===== src/rtl/jt89_regs_if.sv =====
//------------------------------------------------------------------------------
// Module      : jt89_regs_if
// Description : Host write bus of the JT89 PSG register file. The host drives
//               the data byte, chip select and write strobe, and the register
//               file returns ready.
// Revision    : 1.0 - initial release
//------------------------------------------------------------------------------
`timescale 1ns/1ps
`default_nettype none

interface jt89_regs_if;
  logic [7:0] din;
  logic       cs_n;
  logic       wr_n;
  logic       ready;

  modport master (output din, output cs_n, output wr_n, input ready);
  modport slave  (input din, input cs_n, input wr_n, output ready);
endinterface

`default_nettype wire


===== src/rtl/jt89_regs.sv =====
//------------------------------------------------------------------------------
// Module      : jt89_regs
// Description : JT89 PSG host write decoder and register file. It decodes
//               SN76489-style latch/data bytes into tone periods, attenuations
//               and the noise control field. It also generates the noise clear
//               pulse and the divided channel clock enable.
//               Optional macro JT89_READY_EN adds a busy window after each
//               accepted write, during which further writes are ignored.
// Revision    : 1.0 - initial release
//------------------------------------------------------------------------------
`timescale 1ns/1ps
`default_nettype none

module jt89_regs #(
  parameter int CLKDIV    = 16,
  parameter int READY_CYC = 32
) (
  input  logic        clk,
  input  logic        rst_n,
  jt89_regs_if.slave  bus,
  output logic        clken,
  output logic [9:0]  tone0,
  output logic [9:0]  tone1,
  output logic [9:0]  tone2,
  output logic [3:0]  vol0,
  output logic [3:0]  vol1,
  output logic [3:0]  vol2,
  output logic [3:0]  vol3,
  output logic [2:0]  ctrl3,
  output logic        noise_clr
);

  localparam int                 c_CNT_W    = (CLKDIV > 2) ? $clog2(CLKDIV) : 1;
  localparam logic [c_CNT_W-1:0] c_CNT_LAST = c_CNT_W'(CLKDIV - 1);

  logic [c_CNT_W-1:0] r_cnt;
  logic               r_clken;
  logic               r_wr_n_d;
  logic [2:0]         r_sel;      // {channel, type}; type 1 = volume
  logic [9:0]         r_tone0;
  logic [9:0]         r_tone1;
  logic [9:0]         r_tone2;
  logic [3:0]         r_vol0;
  logic [3:0]         r_vol1;
  logic [3:0]         r_vol2;
  logic [3:0]         r_vol3;
  logic [2:0]         r_ctrl3;
  logic               r_noise_clr;

  logic               w_ready;
  logic               w_accept;
  logic               w_latch;
  logic [2:0]         w_sel;

  // A latch byte selects its own target; a data byte goes to the stored select
  assign w_latch  = bus.din[7];
  assign w_sel    = w_latch ? bus.din[6:4] : r_sel;
  assign w_accept = ~bus.cs_n & ~bus.wr_n & r_wr_n_d & w_ready;

`ifdef JT89_READY_EN
  localparam int                  c_BUSY_W    = (READY_CYC > 2) ? $clog2(READY_CYC) : 1;
  localparam logic [c_BUSY_W-1:0] c_BUSY_LOAD = c_BUSY_W'(READY_CYC - 1);

  logic [c_BUSY_W-1:0] r_busy;
  logic                r_ready;

  // Busy window: ready drops for READY_CYC cycles after each accepted write
  always_ff @(posedge clk or negedge rst_n) begin
    if (!rst_n) begin
      r_ready <= 1'b1;
      r_busy  <= '0;
    end else if (w_accept) begin
      r_ready <= 1'b0;
      r_busy  <= c_BUSY_LOAD;
    end else if (!r_ready) begin
      if (r_busy == '0) r_ready <= 1'b1;
      else              r_busy  <= r_busy - 1'b1;
    end
  end

  assign w_ready = r_ready;
`else
  // No busy window in this build: READY_CYC has no effect and ready stays high
  assign w_ready = (READY_CYC != 0) | 1'b1;
`endif

  assign bus.ready = w_ready;

  // Free-running divider; the enable is registered so it starts low after reset
  always_ff @(posedge clk or negedge rst_n) begin
    if (!rst_n) begin
      r_cnt   <= '0;
      r_clken <= 1'b0;
    end else begin
      r_cnt   <= (r_cnt == c_CNT_LAST) ? '0 : r_cnt + 1'b1;
      r_clken <= (r_cnt == c_CNT_LAST);
    end
  end

  // Strobe history so a held-low wr_n produces a single write
  always_ff @(posedge clk or negedge rst_n) begin
    if (!rst_n) r_wr_n_d <= 1'b1;
    else        r_wr_n_d <= bus.wr_n;
  end

  // Byte decode into the register file, with a one-cycle noise clear pulse
  always_ff @(posedge clk or negedge rst_n) begin
    if (!rst_n) begin
      r_sel       <= 3'b000;
      r_tone0     <= '0;
      r_tone1     <= '0;
      r_tone2     <= '0;
      r_vol0      <= 4'hF;
      r_vol1      <= 4'hF;
      r_vol2      <= 4'hF;
      r_vol3      <= 4'hF;
      r_ctrl3     <= '0;
      r_noise_clr <= 1'b0;
    end else begin
      r_noise_clr <= 1'b0;
      if (w_accept) begin
        if (w_latch) r_sel <= bus.din[6:4];
        if (w_sel[0]) begin
          case (w_sel[2:1])
            2'd0:    r_vol0 <= bus.din[3:0];
            2'd1:    r_vol1 <= bus.din[3:0];
            2'd2:    r_vol2 <= bus.din[3:0];
            default: r_vol3 <= bus.din[3:0];
          endcase
        end else begin
          // Latch bytes carry the low period nibble, data bytes the upper six bits
          case (w_sel[2:1])
            2'd0: begin
              if (w_latch) r_tone0[3:0] <= bus.din[3:0];
              else         r_tone0[9:4] <= bus.din[5:0];
            end
            2'd1: begin
              if (w_latch) r_tone1[3:0] <= bus.din[3:0];
              else         r_tone1[9:4] <= bus.din[5:0];
            end
            2'd2: begin
              if (w_latch) r_tone2[3:0] <= bus.din[3:0];
              else         r_tone2[9:4] <= bus.din[5:0];
            end
            default: begin
              r_ctrl3     <= bus.din[2:0];
              r_noise_clr <= 1'b1;
            end
          endcase
        end
      end
    end
  end

  assign clken     = r_clken;
  assign tone0     = r_tone0;
  assign tone1     = r_tone1;
  assign tone2     = r_tone2;
  assign vol0      = r_vol0;
  assign vol1      = r_vol1;
  assign vol2      = r_vol2;
  assign vol3      = r_vol3;
  assign ctrl3     = r_ctrl3;
  assign noise_clr = r_noise_clr;

endmodule

`default_nettype wire


===== src/flat_wrapper.sv =====
// flat-port wrapper written by rule: the top's interface ports become plain ports
module jt89_regs_flat 
#(
  parameter int CLKDIV    = 16,
  parameter int READY_CYC = 32
)
  (clk, rst_n, clken, tone0, tone1, tone2, vol0, vol1, vol2, vol3, ctrl3, noise_clr, bus_din, bus_cs_n, bus_wr_n, bus_ready);
  jt89_regs_if bus_i ();
  input  logic clk;
  input  logic rst_n;
  output logic clken;
  output logic [9:0] tone0;
  output logic [9:0] tone1;
  output logic [9:0] tone2;
  output logic [3:0] vol0;
  output logic [3:0] vol1;
  output logic [3:0] vol2;
  output logic [3:0] vol3;
  output logic [2:0] ctrl3;
  output logic noise_clr;
  input wire logic [$bits(bus_i.din)-1:0] bus_din;
  input wire logic [$bits(bus_i.cs_n)-1:0] bus_cs_n;
  input wire logic [$bits(bus_i.wr_n)-1:0] bus_wr_n;
  output wire logic [$bits(bus_i.ready)-1:0] bus_ready;
  assign bus_i.din = bus_din;
  assign bus_i.cs_n = bus_cs_n;
  assign bus_i.wr_n = bus_wr_n;
  assign bus_ready = bus_i.ready;
  jt89_regs #(.CLKDIV(CLKDIV), .READY_CYC(READY_CYC)) u_core (.clk(clk), .rst_n(rst_n), .bus(bus_i), .clken(clken), .tone0(tone0), .tone1(tone1), .tone2(tone2), .vol0(vol0), .vol1(vol1), .vol2(vol2), .vol3(vol3), .ctrl3(ctrl3), .noise_clr(noise_clr));
endmodule

===== config.mk =====
export PLATFORM = sky130hd
export DESIGN_NAME = jt89_regs_flat
export DESIGN_NICKNAME = d
export VERILOG_FILES = /design/src/rtl/jt89_regs_if.sv /design/src/rtl/jt89_regs.sv /design/src/flat_wrapper.sv
export SDC_FILE = /design/constraint.sdc
export NUM_CORES = 1
export LEC_CHECK = 0
export CAP_MARGIN = 25
export CELL_PAD_IN_SITES_DETAIL_PLACEMENT = 0
export CELL_PAD_IN_SITES_GLOBAL_PLACEMENT = 1
export CORE_MARGIN = 5
export CORE_UTILIZATION = 40
export DETAILED_ROUTE_END_ITERATION = 7
export GPL_ROUTABILITY_DRIVEN = 0
export PLACE_DENSITY = 0.86
export SLEW_MARGIN = 20
export SYNTH_ARGS = -nofsm -noshare
export SYNTH_HDL_FRONTEND = slang
export SYNTH_SLANG_ARGS = --single-unit

===== constraint.sdc =====
create_clock -name clk -period 5.5 [get_ports clk]
set_clock_uncertainty 0.2 [all_clocks]
set_input_delay 1.1 -clock clk [delete_from_list [all_inputs] [get_ports clk]]
set_output_delay 1.1 -clock clk [all_outputs]
set_load 0.03 [all_outputs]

; ---- Word level (Yosys, flattened, before mapping)
; Cells that the tools add are included.
[word_totals]
input_bits = 12
register_bits = 59
out_inout_bits = 52
elab_cells = 45
[classes]
muxes = 5
addsub = 1
n_eq_ne = 3
bitwise = 7
reduce_logical = 13
[op_table]
columns = op, n
row1 = $reduce_and A4 Y1, 6
row2 = $reduce_and A3 Y1, 5
row3 = $not A1 Y1, 5
row4 = $add A4 B1 Y4 const B, 1
row5 = $eq A4 B4 Y1 const B, 1
row6 = $mux W4, 1
row7 = $mux W1, 3
row8 = $mux W3, 1
row9 = $reduce_or A3 Y1, 1
row10 = $and A1 B1 Y1, 2
row11 = $eq A2 B1 Y1 const B, 1
row12 = $eq A2 B2 Y1 const B, 1
row13 = $logic_not A2 Y1, 1

; ---- Longest topological paths before layout
[depth]
ltp_word = 6
depth_mapped = 5
depth_no_buf = 4

; ---- Worst setup path before layout
; OpenSTA, ideal clock, no wires.
[synth_path]
path_type = input to register
start = input port bus_wr_n
end = register u_core.r_tone1[0], in the netlist u_core.tone1[0]
n_path_buf = 1
arrival_ps = 2336
required_time_ps = 5175
slack_ps = 2839
path_stages = 4
path_cell_list = or3b_1 > buf_4 > nor4b_4 > mux2_2
[synth_between]
elab_chain_len = 4
[synth_lines]
columns = item, line_no
row1 = start: declaration, flat_wrapper.sv:23  ; input wire logic [$bits(bus_i.wr_n)-1:0] bus_wr_n;
row2 = $not A1 Y1, jt89_regs.sv:58  ; assign w_accept = ~bus.cs_n & ~bus.wr_n & r_wr_n_d & w_ready;
row3 = $and A1 B1 Y1 (2 in a row), jt89_regs.sv:58
row4 = $reduce_and A4 Y1 (no source line), --
row5 = end signal: assignment, jt89_regs.sv:138  ; if (w_latch) r_tone1[3:0] <= bus.din[3:0];
row6 = end: declaration, jt89_regs.sv:41  ; logic [9:0] r_tone1;
; No other way between the ends.
; A chain may end at the register's enable or synchronous reset.

; ---- Worst setup path in the final report
[layout_path]
start = input port bus_din[7]
end = register u_core.r_tone0[6], in the netlist u_core.tone0[6]
[layout_between]
elab_chain_len = 3
elab_cells_between_ends = 5
[layout_lines]
columns = item, line_no
row1 = start: declaration, flat_wrapper.sv:21  ; input wire logic [$bits(bus_i.din)-1:0] bus_din;
row2 = $mux W3, --
row3 = $logic_not A2 Y1 / $not A1 Y1 (equally long branches), --
row4 = $reduce_and A4 Y1 (no source line) (*), --
row5 = end signal: assignment, jt89_regs.sv:135  ; else r_tone0[9:4] <= bus.din[5:0];
row6 = end: declaration, jt89_regs.sv:40  ; logic [9:0] r_tone0;
; Mark *: on every way between the ends. The rest lies on a longest branch, timed or not.

==> out/qor.tcl <==
set qor(rr_endpoint) {u_core.tone1[3]$_DFFE_PN0P_}
set qor(ioPinCount) 64
set qor(endpoint_kind) {flop}
set qor(grt_pass1_vias) 1544
set qor(ys.warnings.count) 0
set qor(power.ir.vdd_worst_mv) 0.236
set qor(clock_buffers_created_by_tritoncts) 9
set qor(core_region_area_um2) 5920
set qor(cts_hold_repair.buffers) 0
set qor(cts.path.max_buffers) 2
set qor(worst-r2r-cell-count) 3
set qor(die_area_um2) 7720
set qor(ys_async_sr_fraction_pct) 100
set qor(synthesis.area_um2) 2430
set qor(grt_max_degree) 60
set qor(worst-endpoint-arrival_ns) 3.25
set qor(cp_cell_sequence) {clkdlybuf4s50_1, mux2i_4, nand3_1, mux2_2}
set qor(achievable-frequency_ghz) 0.310
set qor(cp.required_ns) 5.52
set qor(totalWireLength_um) 5210
set qor(postLayoutCellArea_um2) 3270
set qor(fin_crit_sh_pct) 58.7
set qor(ys_ff_latch) 59
set qor(synth.distinct_cells) 30
set qor(cts_repair_resize_count) 0
set qor(cts_sinks) 59
set qor(setup_tns_ns) 0
set qor(crit_path_top_delay_cell) {clkdlybuf4s50_1}
set qor(synth_ff_type) {dfrtp_1}
set qor(die_x_um) 87.9
set qor(leakage_power_nw) 1.39
set qor(crit_path_end) {u_core.tone0[6]$_DFFE_PN0P_}
set qor(final_hold_fails) 0
set qor(detailedRoute.firstIterationViolations) 59
set qor(floorplan.rows) 28
set qor(cell_area_power_density_nw_per_um2) 467
set qor(routed-via-count) 1471
set qor(hold-path-cell-count) 1
set qor(type_of_the_most_critical_hold_path) {reg2reg}
set qor(drc) 0
set qor(syn2layout_area_growth_pct) 34.7
set qor(synthTopCellsByArea) {dfrtp_1 (43%), mux2_2 (23%), dfstp_2 (18%)}
set qor(grt_pass1_wl_um) 8360
set qor(worst-r2r-setup-slack_ns) 3.27
set qor(globalRouteOverflowTotal) 0
set qor(postSynthNetCount) 166
set qor(status) {completed}
set qor(r2r-start) {u_core.r_wr_n_d$_DFF_PN1_}
set qor(report.final.setup_viol) 0
set qor(gr-usage-all-layers_pct) 14.9
set qor(starting_density_of_the_core_pct) 41.0
set qor(clock_tree_root_buffer_cell) {clkbuf_8}
set qor(via_per_inst) 4.92
set qor(worst-slew-pin-transition_ns) 0.752
set qor(cap_violations) 0
set qor(syn_inst) 153
set qor(number_of_synthesized_flops_with_an_enable_pin) 0
set qor(clock_insertion_delay_worst_skew_ns) 0.33
set qor(antenna-diode-count) 0
set qor(min_period_ns) 3.23
set qor(cp-start-kind) {input pin}
set qor(io_buffer_count) 62
set qor(post-dp-hpwl_um) 3630
set qor(seq_area_frac_synth_pct) 61.7
set qor(ant_nets) 0
set qor(cts_max_level) 3
set qor(slew_headroom_pct) 49.8
set qor(drv_slew) 0
set qor(timing.critical_path.from) {bus_din[7]}
set qor(die-height_um) 87.9
set qor(routedWlPerCell_um) 17.4
set qor(antenna_violations_before_repair) 0
set qor(yosys.area.top_type) {dfrtp_1}
set qor(synthesis.area_per_instance_um2) 15.9
set qor(final_layout_size_suffix_gt1_share_pct) 40.6
set qor(grt_setup_unrepaired) {false}
set qor(number_of_nets_in_the_finished_design) 232
set qor(critPathKind) {in2reg}
set qor(crit_path_max_incr_delay_ns) 0.72
set qor(critical_path_peak_fanout) 12
set qor(place_area_um2) 3090
set qor(cts.reportedPaths.clkPinSlew_ns) 0.07
set qor(postCtsSetupBuffers) 0
set qor(tritoncts) {yes}
set qor(netlist.area_leader.share_pct) 43.3
set qor(first_pass_iters) 4
-- cell usage in the layout (no fill, tap or decap) --
cell	n
nand4_1	4
clkbuf_8	11
clkdlybuf4s50_1	61
inv_1	1
nor3_1	1
mux2_1	1
nor4_4	3
nor4b_4	1
nor2_1	3
mux2_2	50
ha_1	1
buf_2	1
nand2_1	2
nor3b_2	1
or3b_1	1
clkinv_2	3
nand3_1	2
and3_1	1
mux2i_4	1
nand3b_1	1
a21oi_1	2
nor2b_1	1
buf_4	1
conb_1	1
mux2i_1	1
xor2_1	1
dfrtp_1	42
dfstp_2	17
nand4_2	1
clkbuf_1	2
mux2i_2	1
o21ai_0	4
-- stage by stage --
step	setup slack, ns	utilization, %	total power [mW]	instances	hold WS [ns]
after floorplan	2.84	-	0.948	153	0.243
after global placement	2.01	52.3	1.19	283	0.260
after detailed placement	1.92	52.3	1.20	283	0.279
after CTS	2.27	55.2	1.55	299	0.290
after global routing	2.14	55.2	1.61	299	0.303
final	2.27	55.2	1.53	299	0.287
-- cell type report --
type	instances	area (um^2)
tap	75	93.8
fill	510	2650
inverter	1	3.75
clock inverter	3	15.0
sequential	59	1500
multi-input combinational	85	876
clock buffer	13	159
timing repair buffer	63	623
-- report_power, final --
| group | total [mW] | switching [mW] | internal, mW |
|---|---|---|---|
| logic | 0.561 | 0.309 | 0.252 |
| registers | 0.618 | 0.0567 | 0.562 |
| clock network | 0.348 | 0.162 | 0.186 |
| total | 1.53 | 0.528 | 1.00 |
-- how the worst min path moves through the flow --
stage / from / to / slack (ns)
6_report: u_core.tone1[2]$_DFFE_PN0P_ / u_core.tone1[2]$_DFFE_PN0P_ / 0.29
2_1_floorplan: u_core.r_cnt[3]$_DFF_PN0_ / u_core.r_cnt[3]$_DFF_PN0_ / 0.24
3_3_place_gp: u_core.r_cnt[3]$_DFF_PN0_ / u_core.r_cnt[3]$_DFF_PN0_ / 0.26
3_5_place_dp: u_core.tone1[2]$_DFFE_PN0P_ / u_core.tone1[2]$_DFFE_PN0P_ / 0.28
5_1_grt: u_core.r_cnt[3]$_DFF_PN0_ / u_core.r_cnt[3]$_DFF_PN0_ / 0.30
4_1_cts: u_core.r_cnt[3]$_DFF_PN0_ / u_core.r_cnt[3]$_DFF_PN0_ / 0.29
-- worst max-delay path, delay by kind of cell --
family                 cells  cell delay (ns)
multiplexers               2             0.99
buffers and inverters      1             0.72
AND/OR/NAND/NOR            1             0.43
-- sequential cells by signal, indices dropped and copies added, names as in the netlist --
name              count
u_core.vol1           4
u_core.vol0           4
u_core.ctrl3          3
u_core.vol2           4
u_core.noise_clr      1
u_core.r_wr_n_d       1
u_core.vol3           4
u_core.tone0         10
u_core.tone2         10
u_core.tone1         10
u_core.r_sel          3
u_core.r_cnt          4
u_core.clken          1
-- synthesized netlist by cell type (2+ instances only) --
cell / count
clkbuf_1: 3
a21oi_1: 2
buf_4: 3
nand3_1: 2
mux2_2: 50
nor2_1: 3
nand4_1: 4
nor4_4: 3
dfrtp_1: 42
dfstp_2: 17
nand2_1: 2
o21ai_0: 4
-- cell families (layout without fill, tap and decap cells) --
kind of cell / after synthesis / count (layout) / share of synthesized area [%]
flip-flops: 59 / 59 / 61.7
multiplexers: 54 / 54 / 25.6
AND/OR/NAND/NOR: 22 / 22 / 8.25
buffers and inverters: 9 / 80 / 2.17
AO/OA/AOI/OAI: 6 / 6 / 1.24
adder cells (fa/ha/maj): 1 / 1 / 0.516
other: 1 / 1 / 0.155
XOR/XNOR: 1 / 1 / 0.361
-- per-layer routing --
| layer | track usage, % | vias up | part of all wire, % |
|---|---|---|---|
| met2 | 21.3 | 45 | 45 |
| met4 | 8.37 | 0 | 2.2 |
| met5 | 0 | - | 0 |
| met3 | 4.33 | 9 | 6.8 |
| li1 | - | 675 | - |
| met1 | 20.1 | 742 | 46 |
No activity file was read; power rests on OpenSTA's default activity.
